==> src/rtl/hog_gradient_pipe.sv <==
`default_nettype none
// ============================================================================
// Module   : hog_gradient_pipe
// Purpose  : Two-stage gradient unit for the HOG front end. Accepts one 3x3
//            unsigned pixel window per valid/ready handshake and produces the
//            signed x/y gradients (central difference or Sobel, chosen per
//            window) plus the L1 magnitude |Gx|+|Gy| for the binning stage.
//
// Ports    : clk        clock
//            rst        asynchronous active-high reset
//            k_valid    window valid
//            k_ready    unit can accept a window this cycle
//            kernel     3x3 window, p(r,c) at [(3r+c)*PIXEL_WIDTH +: PIXEL_WIDTH]
//            k_mode     0 = central difference, 1 = Sobel (sampled with kernel)
//            k_border   window straddles the image border -> zero gradients
//            out_valid  result valid
//            out_ready  downstream accepts result
//            Gx, Gy     signed gradients (right-left, top-bottom)
//            mag        unsigned |Gx|+|Gy|
//
// Revision : 1.0 - initial release
// ============================================================================
module hog_gradient_pipe #(
    parameter  int PIXEL_WIDTH  = 8,
    localparam int KERNEL_WIDTH = 9 * PIXEL_WIDTH,
    localparam int G_WIDTH      = PIXEL_WIDTH + 3
) (
    input  logic                      clk,
    input  logic                      rst,
    input  logic                      k_valid,
    output logic                      k_ready,
    input  logic [KERNEL_WIDTH-1:0]   kernel,
    input  logic                      k_mode,
    input  logic                      k_border,
    output logic                      out_valid,
    input  logic                      out_ready,
    output logic signed [G_WIDTH-1:0] Gx,
    output logic signed [G_WIDTH-1:0] Gy,
    output logic [G_WIDTH-1:0]        mag
);

    localparam logic signed [G_WIDTH-1:0] c_G_ZERO   = '0;
    localparam logic [G_WIDTH-1:0]        c_MAG_ZERO = '0;

    // ------------------------------------------------------------------------
    // Window unpacking: every pixel zero-extended to the gradient width so the
    // signed arithmetic below never sees a pixel as negative. Three extra bits
    // cover the worst case of +/-4*(2^PIXEL_WIDTH-1).
    // ------------------------------------------------------------------------
    logic signed [G_WIDTH-1:0] w_pix [9];

    genvar gi;
    generate
        for (gi = 0; gi < 9; gi++) begin : g_pix
            assign w_pix[gi] = $signed({{(G_WIDTH-PIXEL_WIDTH){1'b0}},
                                        kernel[gi*PIXEL_WIDTH +: PIXEL_WIDTH]});
        end
    endgenerate

    // ------------------------------------------------------------------------
    // Gradient kernels (pixel index = 3*row + col)
    //   central : Gx = p(1,2)-p(1,0)          Gy = p(0,1)-p(2,1)
    //   Sobel   : weighted 1-2-1 columns/rows
    // ------------------------------------------------------------------------
    logic signed [G_WIDTH-1:0] w_cd_gx;
    logic signed [G_WIDTH-1:0] w_cd_gy;
    logic signed [G_WIDTH-1:0] w_sb_right;
    logic signed [G_WIDTH-1:0] w_sb_left;
    logic signed [G_WIDTH-1:0] w_sb_top;
    logic signed [G_WIDTH-1:0] w_sb_bottom;
    logic signed [G_WIDTH-1:0] w_sb_gx;
    logic signed [G_WIDTH-1:0] w_sb_gy;
    logic signed [G_WIDTH-1:0] w_new_gx;
    logic signed [G_WIDTH-1:0] w_new_gy;

    assign w_cd_gx     = w_pix[5] - w_pix[3];
    assign w_cd_gy     = w_pix[1] - w_pix[7];

    assign w_sb_right  = w_pix[2] + (w_pix[5] <<< 1) + w_pix[8];
    assign w_sb_left   = w_pix[0] + (w_pix[3] <<< 1) + w_pix[6];
    assign w_sb_top    = w_pix[0] + (w_pix[1] <<< 1) + w_pix[2];
    assign w_sb_bottom = w_pix[6] + (w_pix[7] <<< 1) + w_pix[8];

    assign w_sb_gx     = w_sb_right - w_sb_left;
    assign w_sb_gy     = w_sb_top   - w_sb_bottom;

    // Border windows still produce a (zero) result so that the downstream
    // cell accounting stays aligned with the pixel stream.
    always_comb begin
        w_new_gx = c_G_ZERO;
        w_new_gy = c_G_ZERO;
        if (!k_border) begin
            if (k_mode) begin
                w_new_gx = w_sb_gx;
                w_new_gy = w_sb_gy;
            end else begin
                w_new_gx = w_cd_gx;
                w_new_gy = w_cd_gy;
            end
        end
    end

    // ------------------------------------------------------------------------
    // Pipeline control. The output stage moves whenever it is empty or being
    // drained; stage 1 moves whenever it is empty or the output stage moves.
    // k_ready depends only on state and out_ready, never on k_valid.
    // ------------------------------------------------------------------------
    logic r_s1_valid;
    logic r_out_valid;
    logic w_s2_load;
    logic w_s1_load;
    logic w_in_xfer;

    assign w_s2_load = !r_out_valid || out_ready;
    assign w_s1_load = !r_s1_valid  || w_s2_load;
    assign k_ready   = w_s1_load;
    assign w_in_xfer = k_valid && w_s1_load;

    // ------------------------------------------------------------------------
    // Stage 1: registered gradients
    // ------------------------------------------------------------------------
    logic signed [G_WIDTH-1:0] r_s1_gx;
    logic signed [G_WIDTH-1:0] r_s1_gy;

    always_ff @(posedge clk or posedge rst) begin
        if (rst) begin
            r_s1_valid <= 1'b0;
            r_s1_gx    <= c_G_ZERO;
            r_s1_gy    <= c_G_ZERO;
        end else begin
            if (w_in_xfer) begin
                r_s1_valid <= 1'b1;
                r_s1_gx    <= w_new_gx;
                r_s1_gy    <= w_new_gy;
            end else if (w_s2_load) begin
                // Stage 1 content (if any) has moved on with nothing behind it.
                r_s1_valid <= 1'b0;
            end
        end
    end

    // ------------------------------------------------------------------------
    // Stage 2: output registers and L1 magnitude.
    // |x| of the most negative G_WIDTH value cannot occur: gradients are
    // bounded by 4*(2^PIXEL_WIDTH-1), and the magnitude sum is bounded by
    // 8*(2^PIXEL_WIDTH-1) which fits the unsigned G_WIDTH result.
    // ------------------------------------------------------------------------
    logic [G_WIDTH-1:0] w_abs_gx;
    logic [G_WIDTH-1:0] w_abs_gy;
    logic [G_WIDTH-1:0] w_mag;

    assign w_abs_gx = r_s1_gx[G_WIDTH-1] ? G_WIDTH'(-r_s1_gx) : G_WIDTH'(r_s1_gx);
    assign w_abs_gy = r_s1_gy[G_WIDTH-1] ? G_WIDTH'(-r_s1_gy) : G_WIDTH'(r_s1_gy);
    assign w_mag    = w_abs_gx + w_abs_gy;

    logic signed [G_WIDTH-1:0] r_gx;
    logic signed [G_WIDTH-1:0] r_gy;
    logic [G_WIDTH-1:0]        r_mag;

    always_ff @(posedge clk or posedge rst) begin
        if (rst) begin
            r_out_valid <= 1'b0;
            r_gx        <= c_G_ZERO;
            r_gy        <= c_G_ZERO;
            r_mag       <= c_MAG_ZERO;
        end else if (w_s2_load) begin
            r_out_valid <= r_s1_valid;
            // Data only moves with a valid stage-1 entry, so outputs never
            // pick up stale or undefined values.
            if (r_s1_valid) begin
                r_gx  <= r_s1_gx;
                r_gy  <= r_s1_gy;
                r_mag <= w_mag;
            end
        end
    end

    assign out_valid = r_out_valid;
    assign Gx        = r_gx;
    assign Gy        = r_gy;
    assign mag       = r_mag;

endmodule
`default_nettype wire

==> config.mk <==
export PLATFORM = sky130hd
export DESIGN_NAME = hog_gradient_pipe
export DESIGN_NICKNAME = d
export VERILOG_FILES = /design/src/rtl/hog_gradient_pipe.sv
export SDC_FILE = /design/constraint.sdc
export NUM_CORES = 1
export LEC_CHECK = 0
export CAP_MARGIN = 20
export CORE_MARGIN = 1.5
export CORE_UTILIZATION = 55
export CTS_CLUSTER_DIAMETER = 80
export DETAILED_ROUTE_END_ITERATION = 8
export HOLD_SLACK_MARGIN = 0.03
export PLACE_DENSITY = 0.83
export SYNTH_ARGS = -nofsm -noshare
export SYNTH_HDL_FRONTEND = slang
export SYNTH_SLANG_ARGS = --single-unit
==> constraint.sdc <==
create_clock -name clk -period 8 [get_ports clk]
set_clock_uncertainty 0.1 [all_clocks]
set_input_delay 2 -clock clk [delete_from_list [all_inputs] [get_ports clk]]
set_output_delay 2 -clock clk [all_outputs]
set_load 0.01 [all_outputs]
After elaboration in Yosys (flattened, before gate mapping)
Cells that the tools add are included.
W data, S select, Z words.
{"block": "totals", "output_inout_bits": 35, "register_bits": 57}
{"block": "classes", "n_reduce_logical": 7, "n_addsub": 15, "mux": 8}
{"cell": "$mux W11", "n": 6}
{"cell": "$add A10 B8 Y11", "n": 4}
{"cell": "$add A8 B9 Y10", "n": 4}
{"cell": "$neg A11 Y11", "n": 2}
{"cell": "$sub A11 B11 Y11", "n": 2}
{"cell": "$sub A8 B8 Y9", "n": 2}
{"cell": "$add A11 B11 Y11", "n": 1}
{"cell": "$logic_not A1 Y1", "n": 2}
{"cell": "$logic_or A1 B1 Y1", "n": 2}
{"cell": "$mux W1", "n": 2}
{"cell": "$reduce_and A2 Y1", "n": 1}
{"cell": "$reduce_bool A2 Y1", "n": 1}
{"cell": "$logic_and A1 B1 Y1", "n": 1}

Depth between registers and ports, before layout
Gate-level depths: netlist of the first run.
{"block": "depth", "ltp_word": 5, "mapped_depth": 16, "ltp_nobuf": 16}

Least setup slack after synthesis of the first run
No wires, ideal clock.
{"block": "synth_timing", "path_kind": "input to register", "start": "input kernel[5]", "end": "register r_s1_gx[9]", "t_required_ps": 7774, "arrival_ps": 5154, "path_buffers": 0, "path_slack_ps": 2620, "setup_ps": 126, "stages": 13, "path_cell_list": "inv_1 > fa_1 > fa_1 > inv_1 > fa_1 > inv_1 > ha_1 > and2_1 > o21a_1 > a41o_1 > o41ai_2 > xnor2_1 > a221o_1"}
{"block": "synth_via", "elab_chain_cells": 5}
{"item": "start: declaration", "line_no": "32", "rtl": "input logic [KERNEL_WIDTH-1:0] kernel,"}
{"item": "$add A8 B9 Y10", "line_no": "80", "rtl": "assign w_sb_left = w_pix[0] + (w_pix[3] <<< 1) + w_pix[6];"}
{"item": "$add A10 B8 Y11", "line_no": "80"}
{"item": "$sub A11 B11 Y11", "line_no": "84", "rtl": "assign w_sb_gx = w_sb_right - w_sb_left;"}
{"item": "$mux W11", "line_no": "93", "rtl": "if (k_mode) begin"}
{"item": "$mux W11", "line_no": "92", "rtl": "if (!k_border) begin"}
{"item": "end signal: assignment", "line_no": "128", "rtl": "r_s1_gx <= c_G_ZERO;"}
{"item": "end signal: assignment", "line_no": "133", "rtl": "r_s1_gx <= w_new_gx;"}
{"item": "end: declaration", "line_no": "122", "rtl": "logic signed [G_WIDTH-1:0] r_s1_gx;"}
Every way passes these cells.
A chain may end at the register's enable or synchronous reset.

Worst setup path after layout of the first run
Same ends and word-level chain as after synthesis.

==> results of run 1 <==
-- worst paths after layout --
path	endpoint	startpoint	slack (ns)	cells after the start
setup / recovery	r_s1_gx[9]	kernel[5]	2.18	14
hold / removal	mag[6]	mag[6]	0.38	2
setup reg to reg	mag[10]	r_s1_gx[0]	4.70	10
hold reg to reg	mag[6]	mag[6]	0.38	2
max in group asynchronous	out_valid	rst	5.38	3
min in group asynchronous	Gx[4]	rst	1.87	2
-- logic make-up after synthesis --
group                      synth area share [%]
muxes                                     3.646
buffers and inverters                     9.640
adders and majority gates                 32.13
xor gates and xnor gates                  6.921
and+or+nand+nor                           8.548
DFF                                       23.48
AOI/OAI and AO/OA                         15.63
-- power by group through the flow --
stage	registers, W	logic, W	clock network [W]
after floorplan	0.000507	0.00114	0
after global placement	0.000502	0.00155	0
after detailed placement	0.000510	0.00160	0
after CTS	0.000505	0.00162	0.000268
after global routing	0.000519	0.00180	0.000283
final	0.000506	0.00161	0.000263
-- state kept, by name (all words and copies together) (netlist names) --
name and cells:
r_s1_valid 1, mag 11, r_s1_gy 11, Gx 11, out_valid 1, Gy 11, r_s1_gx 11
-- stage by stage --
stage | cells | area (um2) | worst slack [ns] | hold WS, ns | util [%]
3_3_place_gp | 874 | 7249 | 1.933 | 0.3603 | 67.17
5_1_grt | 891 | 7466 | 2.000 | 0.4030 | 69.17
2_1_floorplan | 642 | 6075 | 2.620 | 0.3496 | -
3_5_place_dp | 875 | 7269 | 1.846 | 0.3722 | 67.35
6_report | 891 | 7466 | 2.178 | 0.3773 | 69.17
4_1_cts | 891 | 7466 | 2.200 | 0.3857 | 69.17
-- worst reg2reg max path, delay by kind of cell (launching register included) --
| kind | cells | cell delay [ns] |
|---|---|---|
| AO/OA/AOI/OAI | 4 | 0.83 |
| XOR/XNOR | 2 | 0.31 |
| adder cells (fa/ha/maj) | 1 | 0.38 |
| flip-flops | 1 | 0.43 |
| AND/OR/NAND/NOR | 3 | 1.11 |
-- placed cells by master (no fill, tap or decap), types with 3 or more instances in the layout --
cell type / count
sky130_fd_sc_hd__a22o_1: 7
sky130_fd_sc_hd__o22ai_1: 4
sky130_fd_sc_hd__ha_1: 52
sky130_fd_sc_hd__clkdlybuf4s50_1: 104
sky130_fd_sc_hd__a31oi_1: 4
sky130_fd_sc_hd__fa_1: 65
sky130_fd_sc_hd__nand2_1: 42
sky130_fd_sc_hd__o21ai_0: 43
sky130_fd_sc_hd__o211ai_1: 4
sky130_fd_sc_hd__mux2_2: 17
sky130_fd_sc_hd__a21o_1: 14
sky130_fd_sc_hd__mux2i_1: 3
sky130_fd_sc_hd__dfrtp_1: 57
sky130_fd_sc_hd__nand2b_1: 11
sky130_fd_sc_hd__a211oi_1: 7
sky130_fd_sc_hd__o21a_1: 6
sky130_fd_sc_hd__o31ai_1: 9
sky130_fd_sc_hd__nor2_1: 17
sky130_fd_sc_hd__or3_1: 7
sky130_fd_sc_hd__clkbuf_8: 10
sky130_fd_sc_hd__a21oi_1: 23
sky130_fd_sc_hd__a41o_1: 3
sky130_fd_sc_hd__inv_1: 142
sky130_fd_sc_hd__nor3_1: 3
sky130_fd_sc_hd__a22oi_1: 4
sky130_fd_sc_hd__xnor2_1: 24
sky130_fd_sc_hd__nor2b_1: 3
sky130_fd_sc_hd__xor2_1: 24
-- layer usage --
layer  wire, um  vias to the layer above
li1           -                     2322
met1       5965                     2265
met2       6924                      103
met3        478                       16
met4        214                        0
met5          0                        -
-- layout make-up --
type                       instances  share of cell area (%)
inverter                         143                   7.190
tap                              140                   2.346
clock inverter                     5                  0.7374
multi-input combinational        429                   54.42
timing repair buffer             106                   14.31
clock buffer                      11                   1.894
sequential                        57                   19.11
==> impl_metrics.sql, run 1 <==
INSERT INTO impl_metrics (metric_group, metric, value, unit) VALUES
('global_routing', 'antenna_violations_before_repair', '0', ''),
('sta', 'finalWorstPathRequiredPeriod', '5.822', 'ns'),
('global_routing', 'number_of_global_route_vias_before_repair', '4810', ''),
('final_layout', 'area.sequential', '1426', 'um2'),
('power', 'switch_share', '44.02', '%'),
('global_routing', 'grt_util_all_layers', '24.58', '%'),
('logic_synthesis', 'synthesis.yosys.warnings', '0', ''),
('logic_synthesis', 'synth_seq_cells', '57', ''),
('global_routing', 'grt_most_used_layer', 'met2', ''),
('cts', 'clock_sinks', '57', ''),
('global_routing', 'largest_net_degree_at_the_start_of_global_routing', '50', ''),
('cts', 'hold_buffers', '0', ''),
('worst_setup_path', 'family_with_the_most_delay_on_the_worst_path', 'adder cells', ''),
('final_layout', 'antenna_cells_inserted', '0', ''),
('worst_setup_path', 'startpoint_type', 'input pin', ''),
('sta', 'max_clock_freq', '171.8', 'MHz'),
('die', 'die_x', '108.1', 'um'),
('routing', 'route.detailed.vias_per_inst', '5.282', ''),
('worst_setup_path', 'crit_path_end_kind', 'flip-flop', ''),
('run_status', 'run_status', 'complete, no violations', ''),
('cts', 'numCtsBuffers', '9', ''),
('routing', 'drt_drc_violations_left', '0', ''),
('die', 'initial_utilization', '56.28', '%'),
('logic_synthesis', 'post-synth-top-count-cell', 'sky130_fd_sc_hd__inv_1', ''),
('logic_synthesis', 'netlist-cell-type-count', '50', ''),
('sta', 'final_hold_viol_count', '0', ''),
('logic_synthesis', 'post_synth_main_area_contributors', 'sky130_fd_sc_hd__dfrtp_1, sky130_fd_sc_hd__fa_1, sky130_fd_sc_hd__ha_1, sky130_fd_sc_hd__inv_1, sky130_fd_sc_hd__o21ai_0', ''),
('global_routing', 'groute.layer.met3.usage', '2.954', '%'),
('worst_setup_path', 'cp_slowest_stage_delay', '0.55', 'ns'),
('die', 'die-area', '11680', 'um2'),
('final_layout', 'post_route_cells_drive_above_1_share', '5.593', '%'),
('power', 'max-vdd-ir-drop', '0.0002220', 'V'),
('worst_setup_path', 'critPathSlowestCell', 'sky130_fd_sc_hd__fa_1', ''),
('sta', 'final.period_utilization', '72.77', '%'),
('logic_synthesis', 'synth_enable_flop_cells', '0', ''),
('final_layout', 'multi_input_area', '4063', 'um2'),
('routing', 'wirelength', '13.58', 'mm'),
('logic_synthesis', 'cell_count_after_synthesis', '642', ''),
('worst_setup_path', 'timing.critical_path.arrival', '5.95', 'ns'),
('power', 'seq_power_share', '21.2', '%'),
('logic_synthesis', 'share_of_yosys_cell_area_claimed_by_the_top_area_cell_type', '23.48', '%'),
('logic_synthesis', 'post_synth.cell_area_avg', '9.462', 'um2'),
('placed_design', 'placement.io_buffers', '104', ''),
('logic_synthesis', 'synth.yosys.seq_area_share', '23.48', '%'),
('worst_setup_path', 'crit_path_max_fanout', '5', ''),
('global_routing', 'global_route_congestion_overflow_total', '0', ''),
('cts', 'clk_latency', '0.34', 'ns'),
('cts', 'cts.path.max_buffers', '2', ''),
('routing', 'ant_nets', '0', ''),
('sta', 'total_count_of_max_transition_violations_in_the_final_report', '0', ''),
('cts', 'cts_repair_resize_count', '0', ''),
('logic_synthesis', 'syn-cell-area', '6075', 'um2'),
('cts', 'cts.reportedPaths.clkPinSlew', '0.07', 'ns'),
('die', 'fp.coreArea', '10790', 'um2'),
('cts', 'clk_root_buffer_cell', 'sky130_fd_sc_hd__clkbuf_8', ''),
('placed_design', 'gp_congestion', '0.8599', ''),
('power', 'pwr_density_cell', '319.0', 'nW/um2'),
('logic_synthesis', 'async_reset_ff_share', '100.0', '%'),
('die', 'design.portCount', '113', ''),
('die', 'floorplan.die.height', '108.1', 'um'),
('routing', 'detailedRoute.firstPassIterationCount', '5', ''),
('min_path', 'worst_hold_path_type', 'reg2reg', ''),
('sta', 'worst_slew_margin_rel', '40.69', '%'),
('power', 'sum_of_internal_switching_and_leakage_power', '0.002382', 'W'),
('sta', 'totalNegativeSetupSlack', '0', 'ns'),
('placed_design', 'place.detailed.hpwl', '11.75', 'mm'),
('logic_synthesis', 'ys.flop_type', 'sky130_fd_sc_hd__dfrtp_1', ''),
('power', 'power_leakage', '3.676', 'nW'),
('global_routing', 'globalRouteMet2Util', '43.35', '%'),
('worst_setup_path', 'path_cells', 'clkdlybuf4s50_1, inv_1, fa_1, fa_1, inv_1, fa_1, inv_1, ha_1, and2_1, o21a_1, a41o_1, o41ai_2, xnor2_1, a221o_1', ''),
('power', 'power_switching', '0.001049', 'W');
Power figures use the tool's default switching activity.
==> inputs of run 2 (changes only) <==
Settings changed: CORE_UTILIZATION 55 to 54, PLACE_DENSITY 0.83 to 0.82.
Clock period 8 ns to 5.43 ns, I/O delays scaled along.
==> impl_metrics.sql, run 2 (synthesis gave the netlist of run 1 again) <==
INSERT INTO impl_metrics (metric_group, metric, value, unit) VALUES
('cts', 'cts.reportedPaths.clkPinSlew', '0.07', 'ns'),
('cts', 'hold_buffers', '0', ''),
('final_layout', 'fill_cells', '871', ''),
('worst_setup_path', 'criticalPathCategory', 'in2reg', ''),
('worst_setup_path', 'reg2reg_from', 'r_s1_gy[0]', ''),
('global_routing', 'grt_first_pass_wirelength', '23.18', 'mm'),
('final_layout', 'post_route_cells_drive_above_1_share', '6.093', '%'),
('final_layout', 'antenna_cells_inserted', '0', ''),
('die', 'initial_utilization', '55.79', '%'),
('cts', 'numCtsBuffers', '9', ''),
('worst_setup_path', 'ff2ff_setup_slack', '2.01', 'ns'),
('cts', 'cts.path.max_buffers', '2', ''),
('worst_setup_path', 'crit_path_max_fanout', '2', ''),
('routing', 'detailedRoute.firstPassIterationCount', '5', ''),
('sta', 'rsz0062_at_grt', 'false', ''),
('power', 'cellInternalPower', '0.001979', 'W'),
('global_routing', 'antenna_violations_before_repair', '0', ''),
('worst_setup_path', 'timing.critical_path.arrival', '5.25', 'ns'),
('routing', 'route.top_layer_used', 'met4', ''),
('sta', 'tightest_slew', '0.8795', 'ns'),
('sta', 'final-setup-viol-count', '0', ''),
('routing', 'drtIter0Drc', '199', ''),
('worst_setup_path', 'crit_path_end_kind', 'flip-flop', ''),
('placed_design', 'gp_congestion', '0.8969', ''),
('sta', 'totalNegativeSetupSlack', '0', 'ns'),
('final_layout', 'area.sequential', '1426', 'um2'),
('run_status', 'run_status', 'complete, no violations', ''),
('worst_setup_path', 'timing.rr.end', 'mag[10]', ''),
('final_layout', 'stdcell_area', '7496', 'um2'),
('min_path', 'worst_hold_path_type', 'reg2reg', ''),
('routing', 'route.detailed.vias_per_inst', '5.420', ''),
('cts', 'clock_sinks', '57', ''),
('power', 'combPwrFrac', '68.0', '%'),
('global_routing', 'number_of_global_route_vias_before_repair', '4984', ''),
('final_layout', 'layout.cells.most_common_list', 'sky130_fd_sc_hd__inv_1, sky130_fd_sc_hd__clkdlybuf4s50_1, sky130_fd_sc_hd__fa_1, sky130_fd_sc_hd__dfrtp_1, sky130_fd_sc_hd__ha_1', ''),
('routing', 'wire_per_inst', '15.62', 'um'),
('sta', 'total_count_of_max_transition_violations_in_the_final_report', '0', ''),
('final_layout', 'multi_input_area', '4063', 'um2'),
('die', 'fp.coreArea', '10890', 'um2'),
('final_layout', 'layout.cells.most_common', 'sky130_fd_sc_hd__inv_1', ''),
('global_routing', 'global_route_congestion_overflow_total', '0', ''),
('routing', 'met3_wirelength', '621', 'um'),
('die', 'fp-row-count', '38', ''),
('placed_design', 'placement.io_buffers', '104', ''),
('sta', 'worst_slew_margin_rel', '41.22', '%'),
('routing', 'num_vias', '4851', ''),
('min_path', 'min_path_cells', '2', ''),
('flow_run', 'max_cap_viol_count', '0', ''),
('cts', 'clk_root_buffer_cell', 'sky130_fd_sc_hd__clkbuf_8', ''),
('routing', 'ant_nets', '0', ''),
('power', 'pwr_density_cell', '476.0', 'nW/um2'),
('power', 'power_switching', '0.001589', 'W'),
('cts', 'postCtsSetupBuffers', '0', ''),
('final_layout', 'area_growth_syn_to_layout', '23.40', '%'),
('routing', 'wl_met1', '6.059', 'mm'),
('sta', 'final_hold_viol_count', '0', ''),
('cts', 'clk_latency', '0.34', 'ns'),
('power', 'power_leakage', '3.696', 'nW'),
('power', 'seq_power_share', '21.0', '%'),
('worst_setup_path', 'r2r.worst_path.cells', '10', ''),
('sta', 'fin_hold_ws', '0.3813', 'ns'),
('sta', 'max_clock_freq', '196.9', 'MHz'),
('min_path', 'min-delay-start', 'Gy[10]', ''),
('sta', 'final.period_utilization', '93.54', '%'),
('routing', 'wirelength', '13.98', 'mm'),
('power', 'max-vdd-ir-drop', '0.0002321', 'V'),
('placed_design', 'placed_area', '7300', 'um2'),
('cts', 'htreeDepth', '3', ''),
('final_layout', 'design.final.nets', '945', ''),
('worst_setup_path', 'worstPathRequired', '5.60', 'ns'),
('sta', 'finalWorstPathRequiredPeriod', '5.079', 'ns'),
('placed_design', 'place.detailed.hpwl', '12.10', 'mm'),
('power', 'switch_share', '44.54', '%'),
('cts', 'cts_repair_resize_count', '0', ''),
('routing', 'wl_met2', '7.135', 'mm'),
('die', 'die-area', '11890', 'um2'),
('die', 'die_x', '109.1', 'um'),
('die', 'design.portCount', '113', ''),
('global_routing', 'largest_net_degree_at_the_start_of_global_routing', '41', ''),
('die', 'floorplan.die.height', '109.1', 'um'),
('cts', 'clock_tree_from_tritoncts', 'done', ''),
('worst_setup_path', 'startpoint_type', 'input pin', ''),
('min_path', 'worstHoldEndpoint', 'Gy[10]', ''),
('routing', 'drt_drc_violations_left', '0', ''),
('power', 'clockPowerShare', '11.1', '%'),
('global_routing', 'grt_util_all_layers', '25.10', '%');
## run 2: changes by cell type in the layout (fill, tap and decap cells not counted)
cell / delta
sky130_fd_sc_hd__buf_4: +4
## run 2: worst max path at each step
stage                  end  slack (ns)  startpoint
2_1_floorplan   r_s1_gx[9]        0.69   kernel[5]
5_1_grt         r_s1_gy[9]        0.14  kernel[53]
3_3_place_gp    r_s1_gx[9]        0.07   kernel[5]
6_report       r_s1_gx[10]        0.35   kernel[2]
3_5_place_dp    r_s1_gx[8]      -0.003   kernel[2]
4_1_cts        r_s1_gx[10]        0.35   kernel[2]
## run 2: cell type report
class | instances | share of cell area [%]
clock buffers | 11 | 1.886
clock inverters | 5 | 0.7344
inverters | 143 | 7.161
multi-input cells | 429 | 54.20
flip-flops and latches | 57 | 19.03
well taps | 140 | 2.337
repair buffers | 110 | 14.66
## run 2: metal layers
metal,track usage [%],vias up
li1,-,2324
met1,32.25,2380
met2,44.64,132
met3,4.005,15
met4,5.075,0
met5,0,-
## run 2: power by group through the flow
stage	clock network [W]	logic, W	registers (W)
floorplan	0	0.00167	0.000747
global placement	0	0.00234	0.000740
detailed placement	0	0.00241	0.000755
CTS	0.000403	0.00242	0.000747
global route	0.000419	0.00270	0.000770
finish	0.000395	0.00242	0.000748
## run 2: stage by stage
stage	power (W)	worst slack [ns]	util, %	cells
floorplan	0.002422	0.6926	-	642
global placement	0.003078	0.07479	66.86	878
detailed placement	0.003162	-0.003369	67.04	879
CTS	0.003574	0.3456	68.85	895
global route	0.003894	0.1420	68.85	895
finish	0.003568	0.3510	68.85	895
## run 2: worst max-delay path, stage by stage
cell and delay (ns):
sky130_fd_sc_hd__clkdlybuf4s50_1 0.51, sky130_fd_sc_hd__inv_1 0.07, sky130_fd_sc_hd__fa_1 0.50, sky130_fd_sc_hd__fa_1 0.54, sky130_fd_sc_hd__inv_1 0.06, sky130_fd_sc_hd__fa_1 0.61
sky130_fd_sc_hd__inv_1 0.06, sky130_fd_sc_hd__ha_1 0.29, sky130_fd_sc_hd__a21o_1 0.20, sky130_fd_sc_hd__a41oi_1 0.21, sky130_fd_sc_hd__nand2_1 0.16, sky130_fd_sc_hd__o31ai_1 0.35
sky130_fd_sc_hd__nand3b_1 0.17, sky130_fd_sc_hd__a221o_1 0.15
==> inputs of run 3 (changes only) <==
Settings changed: CAP_MARGIN 20 to not set.
==> impl_metrics.sql, run 3 (synthesis gave the netlist of run 1 again) <==
INSERT INTO impl_metrics (metric_group, metric, value, unit) VALUES
('run_status', 'run_status', 'complete, no violations', ''),
('sta', 'worst_slew_margin_rel', '22.34', '%'),
('die', 'fp.coreArea', '10890', 'um2'),
('sta', 'tightest_slew', '1.165', 'ns'),
('cts', 'cts_repair_resize_count', '0', ''),
('cts', 'numCtsBuffers', '9', ''),
('cts', 'cts.reportedPaths.clkPinSlew', '0.07', 'ns'),
('die', 'die-area', '11890', 'um2'),
('worst_setup_path', 'timing.critical_path.arrival', '5.16', 'ns'),
('placed_design', 'number_of_instances_in_the_placed_design', '878', ''),
('sta', 'final.setup.worst_slack', '0.3990', 'ns'),
('final_layout', 'design.final.nets', '944', ''),
('cts', 'hold_buffers', '0', ''),
('final_layout', 'multi_input_area', '4063', 'um2'),
('die', 'fp-row-count', '38', ''),
('die', 'design.portCount', '113', ''),
('sta', 'final-setup-viol-count', '0', ''),
('global_routing', 'number_of_global_route_vias_before_repair', '5157', ''),
('global_routing', 'grt_first_pass_wirelength', '23.58', 'mm'),
('routing', 'wirelength', '13.85', 'mm'),
('power', 'pwr_density_cell', '475.8', 'nW/um2'),
('routing', 'wire_per_inst', '15.49', 'um'),
('sta', 'total_count_of_max_transition_violations_in_the_final_report', '0', ''),
('placed_design', 'place.detailed.hpwl', '11.99', 'mm'),
('sta', 'totalNegativeSetupSlack', '0', 'ns'),
('cts', 'cts.path.max_buffers', '2', ''),
('cts', 'postCtsSetupBuffers', '0', ''),
('cts', 'clk_root_buffer_cell', 'sky130_fd_sc_hd__clkbuf_8', ''),
('final_layout', 'fill_cells', '878', ''),
('final_layout', 'antenna_cells_inserted', '0', ''),
('final_layout', 'layout.cells.most_common', 'sky130_fd_sc_hd__inv_1', ''),
('placed_design', 'gp_congestion', '0.8969', ''),
('power', 'power_leakage', '3.686', 'nW'),
('sta', 'finalWorstPathRequiredPeriod', '5.031', 'ns'),
('routing', 'ant_nets', '0', ''),
('worst_setup_path', 'startpoint_type', 'input pin', ''),
('cts', 'clk_latency', '0.34', 'ns'),
('routing', 'detailedRoute.firstPassIterationCount', '5', ''),
('worst_setup_path', 'crit_path_max_fanout', '2', ''),
('final_layout', 'stdcell_area', '7476', 'um2'),
('final_layout', 'area_growth_syn_to_layout', '23.07', '%'),
('routing', 'route.detailed.vias_per_inst', '5.364', ''),
('routing', 'drtIter0Drc', '269', ''),
('routing', 'num_vias', '4795', ''),
('final_layout', 'post_route_cells_drive_above_1_share', '5.968', '%'),
('placed_design', 'placement.io_buffers', '104', ''),
('placed_design', 'dp_slack', '0.003519', 'ns'),
('placed_design', 'placed_area', '7279', 'um2'),
('worst_setup_path', 'crit_path_end_kind', 'flip-flop', ''),
('die', 'die_x', '109.1', 'um'),
('final_layout', 'layout.cells.most_common_list', 'sky130_fd_sc_hd__inv_1, sky130_fd_sc_hd__clkdlybuf4s50_1, sky130_fd_sc_hd__fa_1, sky130_fd_sc_hd__dfrtp_1, sky130_fd_sc_hd__ha_1', ''),
('sta', 'rsz0062_at_grt', 'false', ''),
('die', 'initial_utilization', '55.79', '%'),
('sta', 'final_hold_viol_count', '0', ''),
('worst_setup_path', 'criticalPathCategory', 'in2reg', ''),
('power', 'max-vdd-ir-drop', '0.0002654', 'V'),
('global_routing', 'global_route_congestion_overflow_total', '0', ''),
('sta', 'final.period_utilization', '92.65', '%'),
('min_path', 'worst_hold_path_type', 'reg2reg', ''),
('die', 'floorplan.die.height', '109.1', 'um'),
('cts', 'clock_sinks', '57', ''),
('worst_setup_path', 'worstPathRequired', '5.56', 'ns'),
('global_routing', 'largest_net_degree_at_the_start_of_global_routing', '58', ''),
('sta', 'max_clock_freq', '198.8', 'MHz'),
('global_routing', 'grt_util_all_layers', '25.39', '%'),
('cts', 'htreeDepth', '3', ''),
('global_routing', 'antenna_violations_before_repair', '0', ''),
('final_layout', 'final-instance-count-excl-fill', '894', ''),
('routing', 'drt_drc_violations_left', '0', ''),
('cts', 'clock_tree_from_tritoncts', 'done', ''),
('flow_run', 'max_cap_viol_count', '0', ''),
('final_layout', 'area.sequential', '1426', 'um2');
## run 3: cell count changes in the layout (fill, tap and decap cells not counted), sizes merged
cell,change
buf,-1
## run 3: path summary, 6_finish.rpt
check	start	to	slack (ns)	cells after the start
worst min-delay path	Gx[1]	Gx[1]	0.38	2
worst max register to register	r_s1_gy[0]	mag[10]	1.99	10
worst max-delay path	kernel[2]	r_s1_gx[8]	0.40	14
max in group asynchronous	rst	mag[2]	2.97	2
min in group asynchronous	rst	Gx[4]	1.52	2
worst min register to register	Gx[1]	Gx[1]	0.38	2
## run 3: layout make-up
type	count	area share, %
timing repair buffer	109	14.43
multi-input combinational	429	54.34
sequential	57	19.08
clock buffer	11	1.891
inverter	143	7.180
tap	140	2.343
clock inverter	5	0.7364
## run 3: critical path, cell delays in order
cell and delay, ns:
sky130_fd_sc_hd__clkdlybuf4s50_1 0.51, sky130_fd_sc_hd__inv_1 0.07, sky130_fd_sc_hd__fa_1 0.50, sky130_fd_sc_hd__fa_1 0.54, sky130_fd_sc_hd__inv_1 0.06, sky130_fd_sc_hd__fa_1 0.61
sky130_fd_sc_hd__inv_1 0.06, sky130_fd_sc_hd__ha_1 0.28, sky130_fd_sc_hd__a21o_1 0.20, sky130_fd_sc_hd__a41oi_1 0.22, sky130_fd_sc_hd__nand2_1 0.16, sky130_fd_sc_hd__o31ai_1 0.34
sky130_fd_sc_hd__xor2_1 0.17, sky130_fd_sc_hd__o21ai_0 0.08
## run 3: layer usage
metal  wire length [um]  GRT usage [%]  vias up  share of wire [%]
met3                537          3.706       25                3.9
met1               6027          32.33     2329                 44
met2               6979          44.51      127                 50
met4                305          7.707        0                2.2
met5                  0              0        -                  0
li1                   -              -     2314                  -
## run 3: stage by stage
step           power [W]  hold WS [ns]  util, %
2_1_floorplan   0.002422        0.3496        -
3_3_place_gp    0.003078        0.3599    66.86
3_5_place_dp    0.003159        0.3707    66.86
4_1_cts         0.003569        0.3861    68.66
5_1_grt         0.003897        0.4025    68.66
6_report        0.003557        0.3776    68.66
## run 3: power breakdown
| group | internal [W] | switching (W) | leakage (nW) |
|---|---|---|---|
| logic | 0.00117 | 0.00125 | 2.86 |
| registers | 0.000586 | 0.000161 | 0.728 |
| clock network | 0.000223 | 0.000173 | 0.0953 |
| total | 0.00198 | 0.00158 | 3.69 |
